File: config.mk
export PLATFORM = sky130hd
export DESIGN_NAME = bin2bcd_seq
export DESIGN_NICKNAME = d
export VERILOG_FILES = /design/src/rtl/bcd_pkg.sv /design/src/rtl/bcd_add3.sv /design/src/rtl/bin2bcd_seq.sv
export SDC_FILE = /design/constraint.sdc
export NUM_CORES = 1
export LEC_CHECK = 0
export ABC_AREA = 0
export ABC_CLOCK_PERIOD_IN_PS = 3800
export CORE_MARGIN = 1
export CORE_UTILIZATION = 59
export DETAILED_ROUTE_END_ITERATION = 8
export HOLD_SLACK_MARGIN = 0.12
export PLACE_DENSITY = 0.85
export SETUP_SLACK_MARGIN = 0.4
export SYNTH_ARGS = -nofsm -noshare
export SYNTH_HDL_FRONTEND = slang
export SYNTH_SLANG_ARGS = --single-unit
File: constraint.sdc
create_clock -name clk -period 3.8 [get_ports clk]
set_clock_uncertainty 0.2 [all_clocks]
set_input_delay 0.38 -clock clk [delete_from_list [all_inputs] [get_ports clk]]
set_output_delay 0.38 -clock clk [all_outputs]
set_load 0.03 [all_outputs]
File: src/rtl/bcd_pkg.sv
// -----------------------------------------------------------------------------
// bcd_pkg
// Shared definitions for the sequential binary-to-BCD converter:
//   - FSM state encoding (IDLE, SHIFT)
//   - BCD digit width and the shift-and-add-3 correction constants
//   - helper that returns the minimum digit count for a binary width
// No ports (package).
// -----------------------------------------------------------------------------
package bcd_pkg;

    localparam logic ST_IDLE  = 1'b0;
    localparam logic ST_SHIFT = 1'b1;

    typedef enum logic {
        IDLE  = ST_IDLE,
        SHIFT = ST_SHIFT
    } state_t;

    localparam int         BCD_DIGIT_W = 4;
    localparam logic [3:0] ADD3_THRESH = 4'd5;
    localparam logic [3:0] ADD3_INC    = 4'd3;

    // Smallest d with 10^d > 2^width, i.e. floor(width*log10(2)) + 1.
    // 30103/100000 approximates log10(2) closely enough for any practical bus.
    function automatic int bcd_digits(input int width);
        return (width * 30103) / 100000 + 1;
    endfunction

    localparam int DIGITS_16 = bcd_digits(16);   // 5
    localparam int DIGITS_32 = bcd_digits(32);   // 10

endpackage

File: src/rtl/bcd_add3.sv
// -----------------------------------------------------------------------------
// bcd_add3
// Combinational double-dabble correction cell for one BCD digit:
//   corrected = (digit >= 5) ? digit + 3 : digit
// A digit entering this cell is at most 9, so the result never exceeds 12.
// Ports:
//   digit     in  [3:0]  scratch BCD digit before the shift
//   corrected out [3:0]  digit after the add-3 correction
// -----------------------------------------------------------------------------
module bcd_add3
    import bcd_pkg::*;
(
    input  logic [3:0] digit,
    output logic [3:0] corrected
);

    always_comb begin
        corrected = digit;
        if (digit >= ADD3_THRESH) begin
            corrected = digit + ADD3_INC;
        end
    end

endmodule

File: src/rtl/bin2bcd_seq.sv
// -----------------------------------------------------------------------------
// bin2bcd_seq
// Sequential binary-to-BCD converter (shift-and-add-3, one bit per clock).
// Feeds the 7-segment decoders; bcd holds the last result so the displays
// stay stable between conversions.
//
// Parameters:
//   WIDTH   binary input width (default 16)
//   DIGITS  BCD digits produced (default 5); 10^DIGITS must exceed 2^WIDTH
//
// Ports:
//   clk    in   system clock, rising edge
//   rst_n  in   asynchronous active-low reset
//   start  in   conversion request, sampled only while idle
//   bin    in   [WIDTH-1:0] binary value, captured on the accepting edge
//   bcd    out  [4*DIGITS-1:0] result, digit k in bits [4k+3:4k]
//   busy   out  high while a conversion is in progress
//   done   out  one-cycle pulse on the edge that updates bcd
//   neg    out  sign of the last result (only with BIN2BCD_SIGNED_EN)
//
// Build option:
//   BIN2BCD_SIGNED_EN  treat bin as two's complement; convert the magnitude
//                      and report the sign on neg.
//
// Timing: start sampled at edge T -> bcd/done update at edge T+WIDTH.
// A start present during the done cycle is accepted (state is already IDLE).
// -----------------------------------------------------------------------------
module bin2bcd_seq
    import bcd_pkg::*;
#(
    parameter int WIDTH  = 16,
    parameter int DIGITS = 5
)(
    input  logic                          clk,
    input  logic                          rst_n,
    input  logic                          start,
    input  logic [WIDTH-1:0]              bin,
    output logic [BCD_DIGIT_W*DIGITS-1:0] bcd,
    output logic                          busy,
    output logic                          done
`ifdef BIN2BCD_SIGNED_EN
    ,
    output logic                          neg
`endif
);

    localparam int BCD_W = BCD_DIGIT_W * DIGITS;
    localparam int CNT_W = $clog2(WIDTH + 1);

    generate
        if (DIGITS < bcd_digits(WIDTH)) begin : g_digits_check
            $error("bin2bcd_seq: DIGITS too small, 10^DIGITS must exceed 2^WIDTH");
        end
    endgenerate

    state_t             state;
    state_t             state_nxt;
    logic               load;
    logic               step;
    logic               last;

    logic [WIDTH-1:0]   bin_sr;
    logic [BCD_W-1:0]   scratch;
    logic [BCD_W-1:0]   scratch_adj;
    logic [BCD_W-1:0]   scratch_shl;
    logic [CNT_W-1:0]   cnt;
    logic [WIDTH-1:0]   bin_mag;
    logic               unused_adj_msb;

    // -------------------------------------------------------------------------
    // Input magnitude
    // -------------------------------------------------------------------------
`ifdef BIN2BCD_SIGNED_EN
    logic signed [WIDTH-1:0] bin_s;
    logic                    bin_neg;
    logic                    sign_q;

    // Negation wraps for the most negative value, which yields 2^(WIDTH-1)
    // when read back as unsigned -- exactly the magnitude we want.
    always_comb begin
        bin_s   = signed'(bin);
        bin_neg = bin[WIDTH-1];
        bin_mag = bin_neg ? unsigned'(-bin_s) : bin;
    end
`else
    always_comb begin
        bin_mag = bin;
    end
`endif

    // -------------------------------------------------------------------------
    // Add-3 correction on every scratch digit, then the 1-bit left shift of
    // {scratch, bin_sr}. The top corrected bit is shifted out; the DIGITS
    // constraint guarantees it is always zero.
    // -------------------------------------------------------------------------
    generate
        for (genvar k = 0; k < DIGITS; k++) begin : g_add3
            bcd_add3 u_add3 (
                .digit     (scratch[BCD_DIGIT_W*k +: BCD_DIGIT_W]),
                .corrected (scratch_adj[BCD_DIGIT_W*k +: BCD_DIGIT_W])
            );
        end
    endgenerate

    assign scratch_shl    = {scratch_adj[BCD_W-2:0], bin_sr[WIDTH-1]};
    assign unused_adj_msb = scratch_adj[BCD_W-1];

    // -------------------------------------------------------------------------
    // FSM: state register
    // -------------------------------------------------------------------------
    always_ff @(posedge clk or negedge rst_n) begin
        if (!rst_n) begin
            state <= IDLE;
        end else begin
            state <= state_nxt;
        end
    end

    // -------------------------------------------------------------------------
    // FSM: next state and datapath controls
    // -------------------------------------------------------------------------
    always_comb begin
        state_nxt = state;
        load      = 1'b0;
        step      = 1'b0;
        last      = 1'b0;
        case (state)
            IDLE: begin
                if (start) begin
                    load      = 1'b1;
                    state_nxt = SHIFT;
                end
            end
            SHIFT: begin
                step = 1'b1;
                // This shift brings the counter to zero: publish the result.
                if (cnt == CNT_W'(1)) begin
                    last      = 1'b1;
                    state_nxt = IDLE;
                end
            end
            default: begin
                state_nxt = IDLE;
            end
        endcase
    end

    assign busy = (state == SHIFT);

    // -------------------------------------------------------------------------
    // Working registers: binary shift register, BCD scratch, bit counter
    // -------------------------------------------------------------------------
    always_ff @(posedge clk or negedge rst_n) begin
        if (!rst_n) begin
            bin_sr  <= '0;
            scratch <= '0;
            cnt     <= '0;
        end else if (load) begin
            bin_sr  <= bin_mag;
            scratch <= '0;
            cnt     <= CNT_W'(WIDTH);
        end else if (step) begin
            bin_sr  <= {bin_sr[WIDTH-2:0], 1'b0};
            scratch <= scratch_shl;
            cnt     <= cnt - 1'b1;
        end
    end

`ifdef BIN2BCD_SIGNED_EN
    always_ff @(posedge clk or negedge rst_n) begin
        if (!rst_n) begin
            sign_q <= 1'b0;
        end else if (load) begin
            sign_q <= bin_neg;
        end
    end
`endif

    // -------------------------------------------------------------------------
    // Result registers: only updated on the final shift, so bcd never shows a
    // partial value.
    // -------------------------------------------------------------------------
    always_ff @(posedge clk or negedge rst_n) begin
        if (!rst_n) begin
            bcd  <= '0;
            done <= 1'b0;
        end else begin
            done <= last;
            if (last) begin
                bcd <= scratch_shl;
            end
        end
    end

`ifdef BIN2BCD_SIGNED_EN
    always_ff @(posedge clk or negedge rst_n) begin
        if (!rst_n) begin
            neg <= 1'b0;
        end else if (last) begin
            neg <= sign_q;
        end
    end
`endif

endmodule
---- Word level (Yosys, flattened, before mapping) ----
Index checks and enable logic that the tools add are counted.
storage, ports and cells
  bits in read-only memories .............. 0
  register bits after elaboration ......... 63
  output and inout bits ................... 22
  latch bits .............................. 0
  bits of input ports ..................... 19
  bits in writable memories ............... 0
  memories ................................ 0
  logic and storage cells ................. 38
operators by class
  shift-type cells ........................ 0
  bitwise operators ....................... 1
  $add $sub $neg .......................... 6
  reductions and logical operators ........ 1
  equality and inequality tests ........... 1
  divide/modulo/power cells ............... 0
  multiplexer cells ....................... 18
  multiply operators ...................... 0
  order comparisons ....................... 5
operator list
  cell                                                                count
  2-to-1 mux 20 bit                                                   2
  2-to-1 mux 16 bit                                                   2
  greater-or-equal comparator 4 x 3 -> 1 bit (second input constant)  5
  adder 4 x 2 -> 4 bit (second input constant)                        4
  2-to-1 mux 4 bit                                                    4
  2-to-1 mux 5 bit                                                    2
  2-to-1 mux 1 bit                                                    6
  == test 5 x 1 -> 1 bit (second input constant)                      1
  subtractor 5 x 1 -> 5 bit (second input constant)                   1
  adder 3 x 2 -> 3 bit (second input constant)                        1
  2-to-1 mux 3 bit                                                    1
  case mux 1 bit (2 select lines)                                     1
  nonzero test 2 bit                                                  1
  inverter 1 bit                                                      1

---- Depth between registers and ports, before layout ----
  word-level depth ........................ 4
  gate-level depth with buffers ........... 6
  mapped depth without buffers ............ 6

---- Cells and area by module ----
Synthesis repeated with hierarchy kept, for this count alone.
second synthesis, totals
  cells, all modules ...................... 266
  area, all modules ....................... 3,100.5 um^2
modules (own cells, without submodules)
  module       area each (um^2)  instances  seq. area each (um^2)  cells an instance
  bin2bcd_seq  2,593.7           1          1,576.5                186
  bcd_add3     101.3             5          0.0                    16

---- Worst setup path before layout ----
Ideal clock, no wire load.
  path type ............................... register -> register
  from .................................... register state, in the netlist busy
  to ...................................... register bcd[10]
  data arrival time ....................... 1.447 ns
  required time ........................... 3.475 ns
  setup time .............................. 0.125 ns
  cell stages (with the launch flop) ...... 7
  setup slack ............................. 2.027 ns
  cell sequence ........................... dfrtp_1 -> buf_6 -> nor2b_4 -> nand3_4 -> inv_4 -> buf_12 -> mux2_4
between the ends
  word-level cells in the longest chain between the ends .. 1
RTL lines
  element                 line                text
  from (decl)             bin2bcd_seq.sv:56   state_t state;
  from (signal assigned)  bin2bcd_seq.sv:115  state <= state_nxt;
  2-to-1 mux 1 bit        bin2bcd_seq.sv:127  case (state)
  net last                bin2bcd_seq.sv:60   logic last;
  to (signal assigned)    bin2bcd_seq.sv:190  bcd <= scratch_shl;
  to (decl)               bin2bcd_seq.sv:38   output logic [BCD_DIGIT_W*DIGITS-1:0] bcd,
The timed path passes the listed nets, and every way through them passes these cells.
A chain may end at the register's enable or synchronous reset.

---- Worst setup path in the final report ----
  from .................................... register state, in the netlist busy
  to ...................................... output port busy
RTL lines
  element    line               text
  to (decl)  bin2bcd_seq.sv:39  output logic busy,
No word-level cell between the ends.

==> metrics.txt <==
first-pass GRT wire length 9.23 mm; gp weighted congestion about 0.77; RSZ-0062 raised after global routing no; status finished, final reports clean; area of the mapped netlist between 3000 and 4000 um^2; Critical Path Start Type flip-flop; fin worst setup slack approximately 1.6 ns; final setup vio count 0; Post-Synth Adder-Cell Area 0.0486; Initial Util 0.633; Placed Area roughly 3500 um^2; clock sinks 63; Area growth syn-to-layout 19.4%; initial antenna violation count 0; #FFs+latches synth 63; Ys Warns 0; # IOs just over 40; CTS tree done; Synth cell types 31; PostCTS Resize Cnt 0; Synth Area in XOR/XNOR 0.0199; # H-tree levels 3; TritonRoute pass-1 iters 4; Slew @ Worst Pin 0.985 ns; Critical Path End busy; cts bufs inserted 9; flop2flop setup slack roughly 1.8 ns; leading area contributor after synthesis dfrtp_1; Worst Path Buf+Inv 1; crit-path max FO 21; sequential fraction of the synthesis area 0.511; die width 74.3 um; CP endpoint kind output port; total track usage 0.232; slowest stage delay, CP ~0.74 ns; worst skew pair latency 0.34 ns; reg2reg start busy$_DFF_PN0_; Setup CP Type flip-flop to output port; DR iter-0 viols a little over 80; total die area 5530 um^2; Die Y around 74 um; largest family of logic cells by synthesized area multiplexers; overall power 0.00326 W; aggregate global routing overflow 0; count of nets after finishing 351; Mapped Nets 310; number of global-route vias before repair between 1500 and 2000; CP startpoint busy$_DFF_PN0_; post-synthesis cell count 279; vias 2137; reg2reg end bcd[19]$_DFFE_PN0P_; final period utilization 0.588; multiplexer share of the synthesized area 0.138; DR vias/cell approximately 5.5; MaxCap Viol Count 0; core area approximately 4900 um^2; CP max stage cell clkdlybuf4s50_1; Post-CTS Setup Bufs 0; Max Freq 0.447 GHz; post-synth top area share 0.511; Port Buffers 40; num rows 25; Clock Tree Buf Depth 2; Worst slew margin 0.341; final antenna diode count 0; pre-CTS WS 1.38 ns; largest delay contributor family on the critical path buffers and inverters; largest cells by area after synthesis dfrtp_1, mux2i_1, ha_1, o21ai_0, mux2_4; fraction of layout cells with a size suffix above 1 0.114; crit-path cells clkdlybuf4s50_1; Residual DRC 0; Leak roughly 1.8 nW; final antenna-violating net count 0; setup TNS 0 ns; average size of a mapped cell 11.1 um^2; final slew viol count 0; Required @ worst endpoint roughly 3.2 ns; Final Hold Fails 0; reg2reg path depth 4; worst hold path type flip-flop to flip-flop; Clock transition at path regs approximately 0.060 ns; drt wl/cell roughly 14 um; largest net degree at the start of global routing 52; minimum clock period 2.24 ns; Synth Area in Simple Gates 0.110; critical path depth in cells 1; cell area after layout roughly 3700 um^2; Max VDD drop approximately 450 uV; CTS root buf clkbuf_8; drt total wl between 5 and 6 mm; Critical Path AT about 1.7 ns; pwr dens ~880 nW/um^2; hpwl dp roughly 3.8 mm; compound-cell area share of the yosys netlist 0.127
[synthesized netlist by cell type (all sizes together)]
library cell / count
dfrtp: 63
nand2: 30
o21ai: 28
mux2i: 25
a21oi: 14
inv: 13
mux2: 13
ha: 12
a22o: 11
buf: 11
nand2b: 10
nor2: 10
a21o: 9
nor3: 7
xnor2: 5
and2: 4
nor3b: 4
clkbuf: 3
nor2b: 2
o31ai: 2
xor2: 2
nand3: 1
[through the flow]
step	utilization	hold WS (ns)	std cells
floorplan	-	-0.116	279
global placement	0.718	0.260	375
detailed placement	0.718	0.269	375
CTS	0.756	0.284	392
global route	0.756	0.306	392
finish	0.756	0.275	392
[layer usage]
layer / share of wire / GRT usage / vias up
li1: - / - / 1039
met1: 0.46 / 0.298 / 1043
met2: 0.48 / 0.358 / 46
met3: 0.042 / 0.0583 / 9
met4: 0.021 / 0.140 / 0
met5: 0 / 0 / -
[timing repair]
action	in CTS	in global routing
endpoints found under the hold margin	42	0
hold buffers	1	0
setup endpoints to repair	0	0
[worst min path at each step]
stage,startpoint,end,slack [ns],cells past startpoint
global placement,bcd[12]$_DFFE_PN0P_,bcd[12]$_DFFE_PN0P_,0.26,2
floorplan,rst_n,bcd[0]$_DFFE_PN0P_,-0.12,0
global route,bin_sr[10]$_DFFE_PN0P_,bin_sr[11]$_DFFE_PN0P_,0.31,2
CTS,bcd[12]$_DFFE_PN0P_,bcd[12]$_DFFE_PN0P_,0.28,2
detailed placement,bcd[12]$_DFFE_PN0P_,bcd[12]$_DFFE_PN0P_,0.27,2
finish,bcd[12]$_DFFE_PN0P_,bcd[12]$_DFFE_PN0P_,0.28,2
[placed cells by master, fill, tap and decap left out, types with 2 or more instances in the layout]
master | Yosys | final
dfrtp_1 | 63 | 62
clkdlybuf4s50_1 | 0 | 39
nand2_1 | 30 | 30
o21ai_0 | 26 | 26
mux2i_1 | 25 | 25
a21oi_1 | 13 | 13
inv_1 | 12 | 12
ha_1 | 12 | 12
a22o_1 | 11 | 11
clkbuf_8 | 0 | 11
nor2_1 | 10 | 10
nand2b_1 | 10 | 10
a21o_1 | 9 | 9
mux2_4 | 8 | 8
nor3_1 | 7 | 7
xnor2_1 | 5 | 5
mux2_2 | 5 | 5
nor3b_1 | 4 | 4
and2_1 | 4 | 4
clkinv_2 | 0 | 4
buf_4 | 1 | 3
o31ai_1 | 2 | 2
xor2_1 | 2 | 2
o21ai_1 | 2 | 2
[worst register-to-register path: stages, from the launching register on]
cell and delay, ns:
dfrtp_2 0.57, nor2b_4 0.25, nand3_4 0.20, inv_4 0.27, mux2_2 0.37
[layout make-up]
type / instances / area, um^2
fillers: 356 / 1190
multi-input cells: 189 / 1370
well taps: 67 / 83.8
repair buffers: 44 / 428
clock buffers: 12 / 155
inverters: 13 / 51.3
flip-flops and latches: 63 / 1580
clock inverters: 4 / 20.0
[where the power goes]
part           total (W)  internal (W)  switching, W
Sequential       0.00119      0.000964      0.000231
Clock           0.000513      0.000268      0.000246
Combinational    0.00155      0.000741      0.000810
[kinds of logic after synthesis]
| logic type | Yosys count |
|---|---|
| muxes | 38 |
| and+or+nand+nor | 68 |
| DFF | 63 |
| adders and majority gates | 12 |
| AOI/OAI and AO/OA | 64 |
| xor gates and xnor gates | 7 |
| buffers and inverters | 27 |
[registers in the layout, summed over array words and instances (netlist names)]
name and flops:
bcd 20, bin_sr 16, busy 1, cnt 5, done 1, scratch 20
(Power assumes the default switching activity.)
